<file path="config.mk">
export PLATFORM = sky130hd
export DESIGN_NAME = axil_uart_lite
export DESIGN_NICKNAME = d
export VERILOG_FILES = /design/src/rtl/axil_uart_lite.sv
export SDC_FILE = /design/constraint.sdc
export NUM_CORES = 1
export LEC_CHECK = 0
export CAP_MARGIN = 10
export CORE_ASPECT_RATIO = 0.5
export CORE_UTILIZATION = 57
export CTS_CLUSTER_SIZE = 14
export DETAILED_ROUTE_END_ITERATION = 8
export PLACE_DENSITY = 0.8
export SYNTH_ARGS = -nofsm -noshare
export SYNTH_HDL_FRONTEND = slang
export SYNTH_SLANG_ARGS = --single-unit
</file>
<file path="constraint.sdc">
create_clock -name s_axi_aclk -period 2.75 [get_ports s_axi_aclk]
set_input_delay 0.55 -clock s_axi_aclk [delete_from_list [all_inputs] [get_ports s_axi_aclk]]
set_output_delay 0.55 -clock s_axi_aclk [all_outputs]
set_load 0.02 [all_outputs]
</file>
<file path="src/rtl/axil_uart_lite.sv">
// rtl/axil_uart_lite.sv - AXI4-Lite UART with TX/RX FIFOs, Xilinx UART Lite register map
// Optional UART_PARITY_EN switches the frame from 8N1 to 8E1.
module axil_uart_lite #(
    parameter int CLK_FREQ_HZ = 250000000,
    parameter int BAUD        = 115200,
    parameter int FIFO_DEPTH  = 16
) (
    input  logic        s_axi_aclk,
    input  logic        s_axi_aresetn,
    input  logic [31:0] s_axi_awaddr,
    input  logic        s_axi_awvalid,
    output logic        s_axi_awready,
    input  logic [31:0] s_axi_wdata,
    input  logic [3:0]  s_axi_wstrb,
    input  logic        s_axi_wvalid,
    output logic        s_axi_wready,
    output logic [1:0]  s_axi_bresp,
    output logic        s_axi_bvalid,
    input  logic        s_axi_bready,
    input  logic [31:0] s_axi_araddr,
    input  logic        s_axi_arvalid,
    output logic        s_axi_arready,
    output logic [31:0] s_axi_rdata,
    output logic [1:0]  s_axi_rresp,
    output logic        s_axi_rvalid,
    input  logic        s_axi_rready,
    input  logic        rx,
    output logic        tx,
    output logic        interrupt
);

    localparam int BIT_DIV = (CLK_FREQ_HZ + BAUD / 2) / BAUD;
    localparam int AW = $clog2(FIFO_DEPTH);
    localparam logic [15:0] DIV_LAST  = 16'(BIT_DIV - 1);
    localparam logic [15:0] HALF_LAST = 16'(BIT_DIV / 2 - 1);
    localparam logic [AW:0] PTR_ONE   = 1;

    typedef enum logic [2:0] {
        S_IDLE,
        S_START,
        S_DATA,
`ifdef UART_PARITY_EN
        S_PARITY,
`endif
        S_STOP
    } uart_state_t;

    logic live;
    logic aw_held, w_held, wr_strb0;
    logic [1:0] wr_addr;
    logic [7:0] wr_data;
    logic wr_do, wr_en, ctrl_wr, tx_push, tx_drop, tx_flush, rx_flush;
    logic rd_acc, rx_pop, stat_clr;
    logic [1:0] rd_sel;
    logic [31:0] rd_val;
    logic [7:0] stat;
    logic intr_en, overrun, frame_err, parity_err;

    logic [7:0]  tx_mem [FIFO_DEPTH];
    logic [AW:0] tx_wp, tx_rp;
    logic        tx_empty, tx_full, tx_pop, tx_drain;
    logic [7:0]  tx_rd_data;
    logic [7:0]  rx_mem [FIFO_DEPTH];
    logic [AW:0] rx_wp, rx_rp;
    logic        rx_empty, rx_full, rx_push;
    logic [7:0]  rx_rd_data;

    uart_state_t tx_state, tx_state_d, rx_state, rx_state_d;
    logic [15:0] tx_cnt, rx_cnt;
    logic [2:0]  tx_idx, rx_idx;
    logic [7:0]  tx_shreg, rx_shreg;
    logic        tx_done, rx_done;
    logic        rx_s1, rx_s2, rx_s3, rx_fall;
    logic        rx_push_req, rx_frame_bad;

    logic unused_bits;
    assign unused_bits = ^{s_axi_awaddr[31:4], s_axi_awaddr[1:0], s_axi_wdata[31:8],
                           s_axi_wstrb[3:1], s_axi_araddr[31:4], s_axi_araddr[1:0]};

    // Keeps every ready low until the first clock after reset release.
    always_ff @(posedge s_axi_aclk or negedge s_axi_aresetn) begin
        if (!s_axi_aresetn) live <= 1'b0;
        else                live <= 1'b1;
    end

    assign s_axi_awready = live && !s_axi_bvalid && !aw_held;
    assign s_axi_wready  = live && !s_axi_bvalid && !w_held;
    assign s_axi_arready = live && !s_axi_rvalid;
    assign s_axi_rresp   = 2'b00;

    assign wr_do    = aw_held && w_held;
    assign wr_en    = wr_do && wr_strb0;
    assign tx_push  = wr_en && (wr_addr == 2'd1) && !tx_full;
    assign tx_drop  = wr_en && (wr_addr == 2'd1) && tx_full;
    assign ctrl_wr  = wr_en && (wr_addr == 2'd3);
    assign tx_flush = ctrl_wr && wr_data[0];
    assign rx_flush = ctrl_wr && wr_data[1];

    always_ff @(posedge s_axi_aclk or negedge s_axi_aresetn) begin
        if (!s_axi_aresetn) begin
            aw_held      <= 1'b0;
            w_held       <= 1'b0;
            wr_addr      <= 2'd0;
            wr_data      <= 8'd0;
            wr_strb0     <= 1'b0;
            s_axi_bvalid <= 1'b0;
            s_axi_bresp  <= 2'b00;
            intr_en      <= 1'b0;
        end else begin
            if (s_axi_awvalid && s_axi_awready) begin
                aw_held <= 1'b1;
                wr_addr <= s_axi_awaddr[3:2];
            end
            if (s_axi_wvalid && s_axi_wready) begin
                w_held   <= 1'b1;
                wr_data  <= s_axi_wdata[7:0];
                wr_strb0 <= s_axi_wstrb[0];
            end
            if (wr_do) begin
                aw_held      <= 1'b0;
                w_held       <= 1'b0;
                s_axi_bvalid <= 1'b1;
                s_axi_bresp  <= tx_drop ? 2'b10 : 2'b00;
            end else if (s_axi_bvalid && s_axi_bready) begin
                s_axi_bvalid <= 1'b0;
            end
            if (ctrl_wr) intr_en <= wr_data[4];
        end
    end

    assign rd_acc   = s_axi_arvalid && s_axi_arready;
    assign rd_sel   = s_axi_araddr[3:2];
    assign rx_pop   = rd_acc && (rd_sel == 2'd0) && !rx_empty;
    assign stat_clr = rd_acc && (rd_sel == 2'd2);
    assign stat     = {parity_err, frame_err, overrun, intr_en, tx_full, tx_empty, rx_full, !rx_empty};

    always_comb begin
        rd_val = 32'd0;
        case (rd_sel)
            2'd0:    rd_val = rx_empty ? 32'd0 : {24'd0, rx_rd_data};
            2'd2:    rd_val = {24'd0, stat};
            default: rd_val = 32'd0;
        endcase
    end

    always_ff @(posedge s_axi_aclk or negedge s_axi_aresetn) begin
        if (!s_axi_aresetn) begin
            s_axi_rvalid <= 1'b0;
            s_axi_rdata  <= 32'd0;
        end else if (rd_acc) begin
            s_axi_rvalid <= 1'b1;
            s_axi_rdata  <= rd_val;
        end else if (s_axi_rvalid && s_axi_rready) begin
            s_axi_rvalid <= 1'b0;
        end
    end

    // FIFOs: pointers carry one extra wrap bit so full and empty are distinguishable.
    assign tx_empty   = (tx_wp == tx_rp);
    assign tx_full    = (tx_wp[AW] != tx_rp[AW]) && (tx_wp[AW-1:0] == tx_rp[AW-1:0]);
    assign tx_rd_data = tx_mem[tx_rp[AW-1:0]];
    assign rx_empty   = (rx_wp == rx_rp);
    assign rx_full    = (rx_wp[AW] != rx_rp[AW]) && (rx_wp[AW-1:0] == rx_rp[AW-1:0]);
    assign rx_rd_data = rx_mem[rx_rp[AW-1:0]];
    assign rx_push    = rx_push_req && (!rx_full || rx_pop);
    assign tx_drain   = tx_pop && !tx_push && !tx_flush && (tx_wp == tx_rp + PTR_ONE);

    always_ff @(posedge s_axi_aclk) begin
        if (tx_push) tx_mem[tx_wp[AW-1:0]] <= wr_data;
        if (rx_push) rx_mem[rx_wp[AW-1:0]] <= rx_shreg;
    end

    always_ff @(posedge s_axi_aclk or negedge s_axi_aresetn) begin
        if (!s_axi_aresetn) begin
            tx_wp <= '0;
            tx_rp <= '0;
            rx_wp <= '0;
            rx_rp <= '0;
        end else begin
            if (tx_flush) begin
                tx_wp <= '0;
                tx_rp <= '0;
            end else begin
                if (tx_push) tx_wp <= tx_wp + PTR_ONE;
                if (tx_pop)  tx_rp <= tx_rp + PTR_ONE;
            end
            if (rx_flush) begin
                rx_wp <= '0;
                rx_rp <= '0;
            end else begin
                if (rx_push) rx_wp <= rx_wp + PTR_ONE;
                if (rx_pop)  rx_rp <= rx_rp + PTR_ONE;
            end
        end
    end

    assign tx_done = (tx_cnt == DIV_LAST);

    always_comb begin
        tx_state_d = tx_state;
        tx_pop     = 1'b0;
        case (tx_state)
            S_IDLE: if (!tx_empty) begin
                tx_pop     = 1'b1;
                tx_state_d = S_START;
            end
            S_START: if (tx_done) tx_state_d = S_DATA;
`ifdef UART_PARITY_EN
            S_DATA:   if (tx_done && tx_idx == 3'd7) tx_state_d = S_PARITY;
            S_PARITY: if (tx_done) tx_state_d = S_STOP;
`else
            S_DATA:   if (tx_done && tx_idx == 3'd7) tx_state_d = S_STOP;
`endif
            S_STOP:  if (tx_done) tx_state_d = S_IDLE;
            default: tx_state_d = S_IDLE;
        endcase
    end

    always_ff @(posedge s_axi_aclk or negedge s_axi_aresetn) begin
        if (!s_axi_aresetn) begin
            tx_state <= S_IDLE;
            tx_cnt   <= 16'd0;
            tx_idx   <= 3'd0;
            tx_shreg <= 8'd0;
        end else begin
            tx_state <= tx_state_d;
            if (tx_state == S_IDLE || tx_state_d != tx_state || tx_done) tx_cnt <= 16'd0;
            else                                                         tx_cnt <= tx_cnt + 16'd1;
            if (tx_pop) begin
                tx_shreg <= tx_rd_data;
                tx_idx   <= 3'd0;
            end else if (tx_state == S_DATA && tx_done) begin
                tx_shreg <= {1'b0, tx_shreg[7:1]};
                tx_idx   <= tx_idx + 3'd1;
            end
        end
    end

`ifdef UART_PARITY_EN
    logic tx_par, rx_par_bad;

    always_ff @(posedge s_axi_aclk or negedge s_axi_aresetn) begin
        if (!s_axi_aresetn)  tx_par <= 1'b0;
        else if (tx_pop)     tx_par <= ^tx_rd_data;
    end
`endif

    // Decoded from state so an async reset forces the line idle at once.
    always_comb begin
        tx = 1'b1;
        case (tx_state)
            S_START:  tx = 1'b0;
            S_DATA:   tx = tx_shreg[0];
`ifdef UART_PARITY_EN
            S_PARITY: tx = tx_par;
`endif
            default:  tx = 1'b1;
        endcase
    end

    always_ff @(posedge s_axi_aclk or negedge s_axi_aresetn) begin
        if (!s_axi_aresetn) begin
            rx_s1 <= 1'b1;
            rx_s2 <= 1'b1;
            rx_s3 <= 1'b1;
        end else begin
            rx_s1 <= rx;
            rx_s2 <= rx_s1;
            rx_s3 <= rx_s2;
        end
    end

    assign rx_fall = rx_s3 && !rx_s2;
    assign rx_done = (rx_cnt == DIV_LAST);

    always_comb begin
        rx_state_d   = rx_state;
        rx_push_req  = 1'b0;
        rx_frame_bad = 1'b0;
`ifdef UART_PARITY_EN
        rx_par_bad   = 1'b0;
`endif
        case (rx_state)
            S_IDLE:  if (rx_fall) rx_state_d = S_START;
            S_START: if (rx_cnt == HALF_LAST) rx_state_d = rx_s2 ? S_IDLE : S_DATA;
`ifdef UART_PARITY_EN
            S_DATA:  if (rx_done && rx_idx == 3'd7) rx_state_d = S_PARITY;
            S_PARITY: if (rx_done) begin
                rx_state_d = S_STOP;
                rx_par_bad = (rx_s2 != ^rx_shreg);
            end
`else
            S_DATA:  if (rx_done && rx_idx == 3'd7) rx_state_d = S_STOP;
`endif
            S_STOP: if (rx_done) begin
                rx_state_d   = S_IDLE;
                rx_frame_bad = !rx_s2;
                rx_push_req  = rx_s2;
            end
            default: rx_state_d = S_IDLE;
        endcase
    end

    always_ff @(posedge s_axi_aclk or negedge s_axi_aresetn) begin
        if (!s_axi_aresetn) begin
            rx_state <= S_IDLE;
            rx_cnt   <= 16'd0;
            rx_idx   <= 3'd0;
            rx_shreg <= 8'd0;
        end else begin
            rx_state <= rx_state_d;
            if (rx_state == S_IDLE || rx_state_d != rx_state || rx_done) rx_cnt <= 16'd0;
            else                                                         rx_cnt <= rx_cnt + 16'd1;
            if (rx_state == S_START) begin
                rx_idx <= 3'd0;
            end else if (rx_state == S_DATA && rx_done) begin
                rx_shreg <= {rx_s2, rx_shreg[7:1]};
                rx_idx   <= rx_idx + 3'd1;
            end
        end
    end

    // A status-read clear loses to a same-cycle new error so no event is missed.
    always_ff @(posedge s_axi_aclk or negedge s_axi_aresetn) begin
        if (!s_axi_aresetn) begin
            overrun   <= 1'b0;
            frame_err <= 1'b0;
            interrupt <= 1'b0;
        end else begin
            if (stat_clr) begin
                overrun   <= 1'b0;
                frame_err <= 1'b0;
            end
            if (rx_push_req && rx_full && !rx_pop) overrun <= 1'b1;
            if (rx_frame_bad) frame_err <= 1'b1;
            interrupt <= intr_en && ((rx_push && rx_empty && !rx_flush) || tx_drain);
        end
    end

`ifdef UART_PARITY_EN
    always_ff @(posedge s_axi_aclk or negedge s_axi_aresetn) begin
        if (!s_axi_aresetn)  parity_err <= 1'b0;
        else if (rx_par_bad) parity_err <= 1'b1;
        else if (stat_clr)   parity_err <= 1'b0;
    end
`else
    assign parity_err = 1'b0;
`endif

endmodule

</file>
# Word-level counts from Yosys, hierarchy flattened
# Memory sizes are Yosys's and may differ from the RTL's.
# Cells that the tools add are included.
# op_classes
add_sub_neg	8
eq_ne	23
n_mux	52
bitwise_logic	1
n_reduce_logical	70
# op_table
op	n
2-to-1 mux 5 bit	8
logical AND 1 bit	36
2-to-1 mux 3 bit	12
adder 16 x 1 -> 16 bit (second input constant)	2
== test 16 x 12 -> 1 bit (second input constant)	2
2-to-1 mux 16 bit	2
2-to-1 mux 8 bit	3
one-hot mux 3 bit (4 select lines)	2
nonzero test 2 bit	12
2-to-1 mux 1 bit	21
adder 5 x 1 -> 5 bit (second input constant)	4
== test 16 x 11 -> 1 bit (second input constant)	1
one-hot mux 8 bit (2 select lines)	1
== test 5 bit	3
== test 3 x 2 -> 1 bit (second input constant)	4
logical NOT 1 bit	12
== test 4 bit	2
adder 3 x 1 -> 3 bit (second input constant)	2
== test 3 x 1 -> 1 bit (second input constant)	2
== test 3 bit (second input constant)	2
logical NOT 3 bit	2
logical OR 1 bit	6
!= test 3 bit	2
== test 2 bit (second input constant)	2
other kinds (7)	9
# word_totals
ff_bits	137
ram_bits	256
inputBits	108
output_inout_bits	43
elab_cells	185
n_memories	2
# memory_table
name	words	word_bits	rd	rd_clocked_by_memory_dff	write_ports	line_no	text
rx_mem	16	8	1	0	1	63	logic [7:0] rx_mem [FIFO_DEPTH];
tx_mem	16	8	1	0	1	59	logic [7:0] tx_mem [FIFO_DEPTH];

# Longest topological paths before layout
# Gate-level depths: netlist (run 1).
# depth
ltp_word	11
depth_mapped	8

# Worst setup path before layout (run 1)
# No wires, ideal clock.
# synth_timing
kind	reg-to-reg
from	register tx_rp[0]
to	memory tx_mem[2][0], enable pin
arrival_ns	2.153
required_ns	2.352
setup_slack_ns	0.200
stages_incl_launch_ff	7
period_less_slack_ns	2.550
cell_sequence	dfrtp_1 > buf_2 > xnor2_1 > nand4_1 > o21ai_0 > buf_2 > nor4b_1
# synth_via
elab_chain_cells	6
# synth_lines
element	line_no	text
from (decl)	60	logic [AW:0] tx_wp, tx_rp;
from (signal assigned)	185	if (tx_pop) tx_rp <= tx_rp + PTR_ONE;
== test 4 bit	160	assign tx_full = (tx_wp[AW] != tx_rp[AW]) && (tx_wp[AW-1:0] == tx_rp[AW-1:0]);
logical AND 1 bit	160	
logical NOT 1 bit	93	assign tx_push = wr_en && (wr_addr == 2'd1) && !tx_full;
logical AND 1 bit	93	
2-to-1 mux 1 bit	169	if (tx_push) tx_mem[tx_wp[AW-1:0]] <= wr_data;
2-to-1 mux 1 bit (not written as such)	169	
to (decl)	59	
# No other way between the ends.

# Worst setup path in the final report (run 1)
# layout_timing
from	register rx_cnt[1]
to	memory rx_mem[0][3], enable pin
# layout_via
elab_chain_cells	6
# layout_lines
element	line_no	text
from (decl)	69	logic [15:0] tx_cnt, rx_cnt;
from (signal assigned)	313	else rx_cnt <= rx_cnt + 16'd1;
== test 16 x 12 -> 1 bit	274	assign rx_done = (rx_cnt == DIV_LAST);
2-to-1 mux 1 bit	295	S_STOP: if (rx_done) begin
2-to-1 mux 1 bit	283	case (rx_state)
logical AND 1 bit	165	assign rx_push = rx_push_req && (!rx_full || rx_pop);
2-to-1 mux 1 bit	170	if (rx_push) rx_mem[rx_wp[AW-1:0]] <= rx_shreg;
2-to-1 mux 1 bit (not written as such)	170	
to (decl)	63	
# No other way between the ends.

==> reports/results.txt, run 1 <==
Ys Warns -> 0
Slew Limit Fails -> 0
RD Place Congestion -> 0.853
Worst Max-Slew Pin Slew -> 0.825 ns
Area leader, netlist -> edfxtp_1
Final Critical Period -> 2.56 ns
# setup viols final -> 0
Type of origin of the critical path -> flop
Largest net degree at the start of global routing -> 50
Longest Clk Path Bufs -> 3
Nets -> 1202
H-tree levels -> 1
Final period utilization -> 92.9%
P_leak -> 6.55 nW
Layout Skew -> 0.0256 ns
Clk sinks -> 368
Status -> completed
Initial Util -> 58.4%
I/O pins -> 151
ANT nets after route -> 0
# rows -> 42
Hold Path Class -> in2async
Drt wl/cell -> 20.6 um
Post-Synth Adder-Cell Area -> 1.53%
ANT cells -> 0
Fraction of layout cells with a size suffix above 1 -> 17.5%
Die height -> 119 um
FF+latch count, synth -> 368
Clock transition at path regs -> 0.06 ns
Initial antenna violation count -> 0
Worst Path Arrival -> 2.84 ns
CTS tree -> done
WS Path Type -> reg2reg
Mapped cell area -> 0.0155 sq mm
Setup bufs post-CTS -> 0
Post-synthesis mux area share -> 12.1%
CTS buffer count -> 31
DRC Markers -> 0
Post-Synth XOR/XNOR Area -> 2.82%
Global-route wire length before repair -> 47800 um
Vias per cell -> 5.92
Maxcap violations -> 0
Tot GR Track Use -> 22.2%
Pre-Repair DR Iteration Count -> 5
Post-Syn Instances -> 996
Core area -> 0.0266 sq mm
Top FF cell, synth -> edfxtp_1
Synth Area in Simple Gates -> 8.64%
Inst Count DP -> 1394
Die area -> 0.0280 sq mm
Final wirelength -> 30000 um
Post-DP HPWL -> 19400 um
Final hold violations -> 0
PortBufs -> 36
Number of synthesized flops with an enable pin -> 256
PwrDens -> 751 mW/mm^2
Vias in the first global route -> 8850
Grt ovf -> 0
Sequential fraction of the synthesis area -> 67.5%
Synth Area in Compound Gates -> 4.22%
P&R area growth vs syn -> 11.8%
Avg Synthesized Cell Area -> 15.6 sq um
CTS Root Cell -> clkbuf_16
RSZ-0062 raised after global routing -> false
Worst-path maximum fanout -> 6
Netlist cell types -> 59
Post-Layout Cell Count -> 1452
Max Fclk -> 391 MHz
Top cells by area, synth -> edfxtp_1 49%, dfrtp_1 18%, mux4_2 9.3%
Max-slew headroom -> 44.8%
Iter 0 DRT Violations -> 594
Async SR Flop Fraction -> 30.4%
Setup TNS -> 0 ns
Clock latency at the later pin of the worst-skew pair -> 0.57 ns
Largest family of logic cells by synthesized area -> multiplexers
Total power -> 13.0 mW
Die W -> 235 um
Min Hold Slack -> 0.0180 ns
DR vias -> 8596
Worst setup EP type -> flop
Worst IR Drop VDD -> 513 uV
Critical path required time -> 3.03 ns
Synth top area share -> 49.5%
synth_stat cells, drive strengths merged (21+ instances only):
master and number:
nor3 28, nor2 85, mux4 64, xnor2 24, buf 49, a21oi 21
edfxtp 256, xor2 26, nand2 47, mux2 21, o21ai 24, clkbuf 21
dfrtp 109
what timing repair did:
item | in CTS | in global routing
hold endpoints to repair | 0 | 0
resized for setup | 0 | 1
hold buffers | 0 | 0
setup endpoints to repair | 0 | 8
cell families (layout without fill, tap and decap cells):
| family | Yosys count | count (layout) |
|---|---|---|
| adder cells (fa/ha/maj) | 19 | 19 |
| XOR/XNOR | 50 | 50 |
| AO/OA/AOI/OAI | 100 | 100 |
| buffers and inverters | 90 | 166 |
| flip-flops | 368 | 368 |
| other | 2 | 30 |
| AND/OR/NAND/NOR | 262 | 262 |
| multiplexers | 105 | 105 |
through the flow:
stage,utilization [%],cell area (sq um),setup WS [ns]
global placement,61.9,16400,0.109
floorplan,-,15600,0.200
finish,65.3,17400,0.195
detailed placement,61.9,16400,0.0876
global route,65.3,17400,0.0681
CTS,65.3,17400,0.154
worst max-delay path, stage by stage, from the launching register on:
cell and delay, ns:
dfrtp_1 0.41, inv_1 0.09, ha_1 0.14, nand4b_1 0.23, nor4_4 0.37, o311a_1 0.36
nand2_1 0.17, nor3_1 0.29, buf_4 0.21
flip-flops by register name (all words and copies together) (netlist names), 2 cells and up:
register	cells
rx_rp	5
wr_data	8
rx_cnt	16
tx_cnt	16
rx_state	3
rx_mem	128
tx_state	3
wr_addr	2
tx_wp	5
rx_shreg	8
tx_idx	3
s_axi_rdata	8
tx_rp	5
tx_shreg	8
tx_mem	128
rx_idx	3
rx_wp	5
per-layer routing:
layer	vias to the layer above	wire length [um]	GRT usage [%]
li1	3888	-	-
met1	4381	12600	29.8
met2	273	14900	38.0
met3	54	1690	3.90
met4	0	746	5.68
met5	-	0	0
path summary, 6_finish.rpt:
check,start,to,slack [ns],depth (start not counted)
setup / recovery,rx_cnt[1],rx_mem[0][3],0.19,8
hold / removal,s_axi_aresetn,tx_cnt[6],0.02,1
setup reg to reg,rx_cnt[1],rx_mem[0][3],0.19,8
hold reg to reg,rx_s1,rx_s2,0.36,0
max in group asynchronous,s_axi_aresetn,rx_s1,1.98,2
min in group s_axi_aclk,rx_s1,rx_s2,0.36,0
report_power, final:
group,internal (mW),switching (mW)
clock,2.18,1.86
combinational,0.998,1.13
sequential,6.44,0.438
total,9.62,3.42
placed cells by master, fill, tap and decap left out, types with 7 or more instances in the layout:
cell	n
nor2b_1	8
o22ai_1	10
inv_1	20
or3_1	8
mux4_2	64
a22oi_1	15
mux2_2	21
buf_4	51
nand4_1	9
clkdlybuf4s50_1	35
nand2_1	46
clkbuf_16	31
clkbuf_1	18
nand3_1	17
and2_1	12
mux2i_1	20
o211ai_1	7
edfxtp_1	256
nor2_1	85
conb_1	30
xnor2_1	24
o21ai_0	22
a21oi_1	21
nor3_1	27
dfrtp_1	107
ha_1	19
nand2b_1	9
xor2_1	26
layout make-up:
| class | instances | area (sq um) |
|---|---|---|
| clock buffers | 53 | 886 |
| clock inverters | 5 | 26.3 |
| fillers | 1757 | 9220 |
| inverters | 20 | 75.1 |
| multi-input cells | 566 | 4670 |
| flip-flops and latches | 368 | 10500 |
| well taps | 352 | 440 |
| repair buffers | 88 | 773 |
Note: power is estimated with default switching activity, not from simulation.
==> run 2: changes to the inputs <==
- GPL_ROUTABILITY_DRIVEN: default -> 0
==> results of run 2 <==
The final DEF is identical to that of run 1; final timing and power are the same.
==> run 3: changes to the inputs <==
- CORE_ASPECT_RATIO: 0.5 -> 0.8
- CTS_CLUSTER_SIZE: 14 -> default
- SLEW_MARGIN: default -> 20
==> reports/results.txt, run 3 (synthesis gave the netlist of run 1 again) <==
Final wirelength -> 32300 um
Largest net degree at the start of global routing -> 53
Vias in the first global route -> 8822
Iter 0 DRT Violations -> 844
Most frequent cells in the layout -> 256 x edfxtp_1, 107 x dfrtp_1, 85 x nor2_1, 64 x mux4_2, 52 x buf_4
# setup viols final -> 0
Final period utilization -> 91.5%
Fillers -> 1772
R2R cell count -> 6
Clock Power Share -> 34.1%
Met3 WL -> 2530 um
Seq pwr share -> 49.6%
CTS resizes -> 0
PwrDens -> 789 mW/mm^2
Post-DP HPWL -> 20800 um
Status -> completed
Post-route cell area -> 0.0176 sq mm
Switching part of the total power -> 27.2%
Post-Layout Cell Count -> 1469
Tot GR Track Use -> 23.6%
Maxcap violations -> 0
Reg2reg end -> rx_mem[1][5]
CTS buffer count -> 37
Final Critical Period -> 2.52 ns
Metal1 wirelength -> 13900 um
Power Internal -> 10.1 mW
Hold Path Depth -> 0
Hold endpoint -> rx_s2
Worst setup EP type -> output pin
Worst-path maximum fanout -> 6
DRC Markers -> 0
Global-route wire length before repair -> 49800 um
WS Path Type -> reg2out
Drt wl/cell -> 22.0 um
Layout Skew -> 0.0172 ns
CTS tree -> done
Die area -> 0.0279 sq mm
Longest Clk Path Bufs -> 3
Worst IR Drop VDD -> 471 uV
Reg2Reg Setup Slack -> 0.23 ns
Die height -> 150 um
Core area -> 0.0265 sq mm
Slew Limit Fails -> 0
Die W -> 187 um
Grt ovf -> 0
Vias per cell -> 6.06
ANT cells -> 0
Hold Path Class -> reg2reg
Logic pwr share -> 16.3%
ANT nets after route -> 0
DR WL met2 -> 15200 um
Clock transition at path regs -> 0.06 ns
Clock latency at the later pin of the worst-skew pair -> 0.53 ns
# rows -> 53
Worst Path Arrival -> 1.97 ns
HP Start -> rx_s1
Final WS setup -> 0.235 ns
Fraction of layout cells with a size suffix above 1 -> 18.7%
P&R area growth vs syn -> 13.5%
Total power -> 13.9 mW
I/O pins -> 151
Pre-Repair DR Iteration Count -> 5
Initial antenna violation count -> 0
H-tree levels -> 2
Worst Max-Slew Pin Slew -> 0.871 ns
Top layer in use -> met4
Sw Pwr -> 3.78 mW
Initial Util -> 58.6%
P_leak -> 6.65 nW
DR vias -> 8906
PortBufs -> 36
Critical path required time -> 2.20 ns
DP Area -> 0.0165 sq mm
Commonest non-fill, non-tap cell in the layout -> edfxtp_1
Setup TNS -> 0 ns
RSZ-0062 raised after global routing -> false
Clk sinks -> 368
Type of origin of the critical path -> flop
Max Fclk -> 398 MHz
Final hold violations -> 0
Inst Count DP -> 1400
CTS Root Cell -> clkbuf_16
Max-slew headroom -> 41.7%
Nets -> 1210
Worst r2r src -> rx_cnt[12]
Post-Place Setup Slack -> 0.130 ns
-- run 3: worst max path at each step --
stage / end / start / slack (ns)
2_1_floorplan: tx_mem[2][0] / tx_rp[0] / 0.20
3_3_place_gp: rx_mem[1][6] / s_axi_arvalid / 0.18
3_5_place_dp: rx_mem[3][6] / s_axi_arvalid / 0.13
4_1_cts: tx / tx_state[0] / 0.24
5_1_grt: rx_mem[2][2] / rx_cnt[12] / 0.06
6_report: tx / tx_state[0] / 0.23
-- run 3: timing repair --
| action | CTS | global route |
|---|---|---|
| setup buffers | 0 | 0 |
| endpoints found under the hold margin | 32 | 0 |
| hold buffers | 1 | 0 |
-- run 3: metrics by stage --
step | hold WS, ns | utilization [%]
final | 0.357 | 66.5
after global placement | 0.348 | 62.1
after detailed placement | 0.349 | 62.1
after CTS | 0.358 | 66.5
after global routing | 0.364 | 66.5
after floorplan | 0.254 | -
-- run 3: power groups by stage --
stage	logic [mW]	clock network, mW	registers (mW)
2_1_floorplan	1.57	0	6.82
3_3_place_gp	2.17	0	6.96
5_1_grt	2.44	4.98	6.95
3_5_place_dp	2.24	0	7.01
4_1_cts	2.27	4.80	6.90
6_report	2.27	4.74	6.90
-- run 3: cell type report --
class | instances | area, sq um | share of cell area (%)
Multi-Input combinational cell | 566 | 4680 | 26.6
Inverter | 20 | 75.1 | 0.426
Tap cell | 357 | 447 | 2.53
Clock buffer | 53 | 1010 | 5.71
Clock inverter | 15 | 129 | 0.731
Sequential cell | 368 | 10500 | 59.5
Timing Repair Buffer | 90 | 791 | 4.49
-- run 3: routing by layer --
metal	global-route usage, %	vias to the layer above
li1	-	3904
met5	0.699	-
met3	3.89	58
met4	6.80	0
met2	37.2	381
met1	34.4	4563
-- run 3: critical path, cell delays in order (launching register included) --
cell and delay, ns:
dfrtp_1 0.43, nand2b_1 0.20, o21ai_0 0.16, nand2b_1 0.11, clkdlybuf4s50_1 0.55
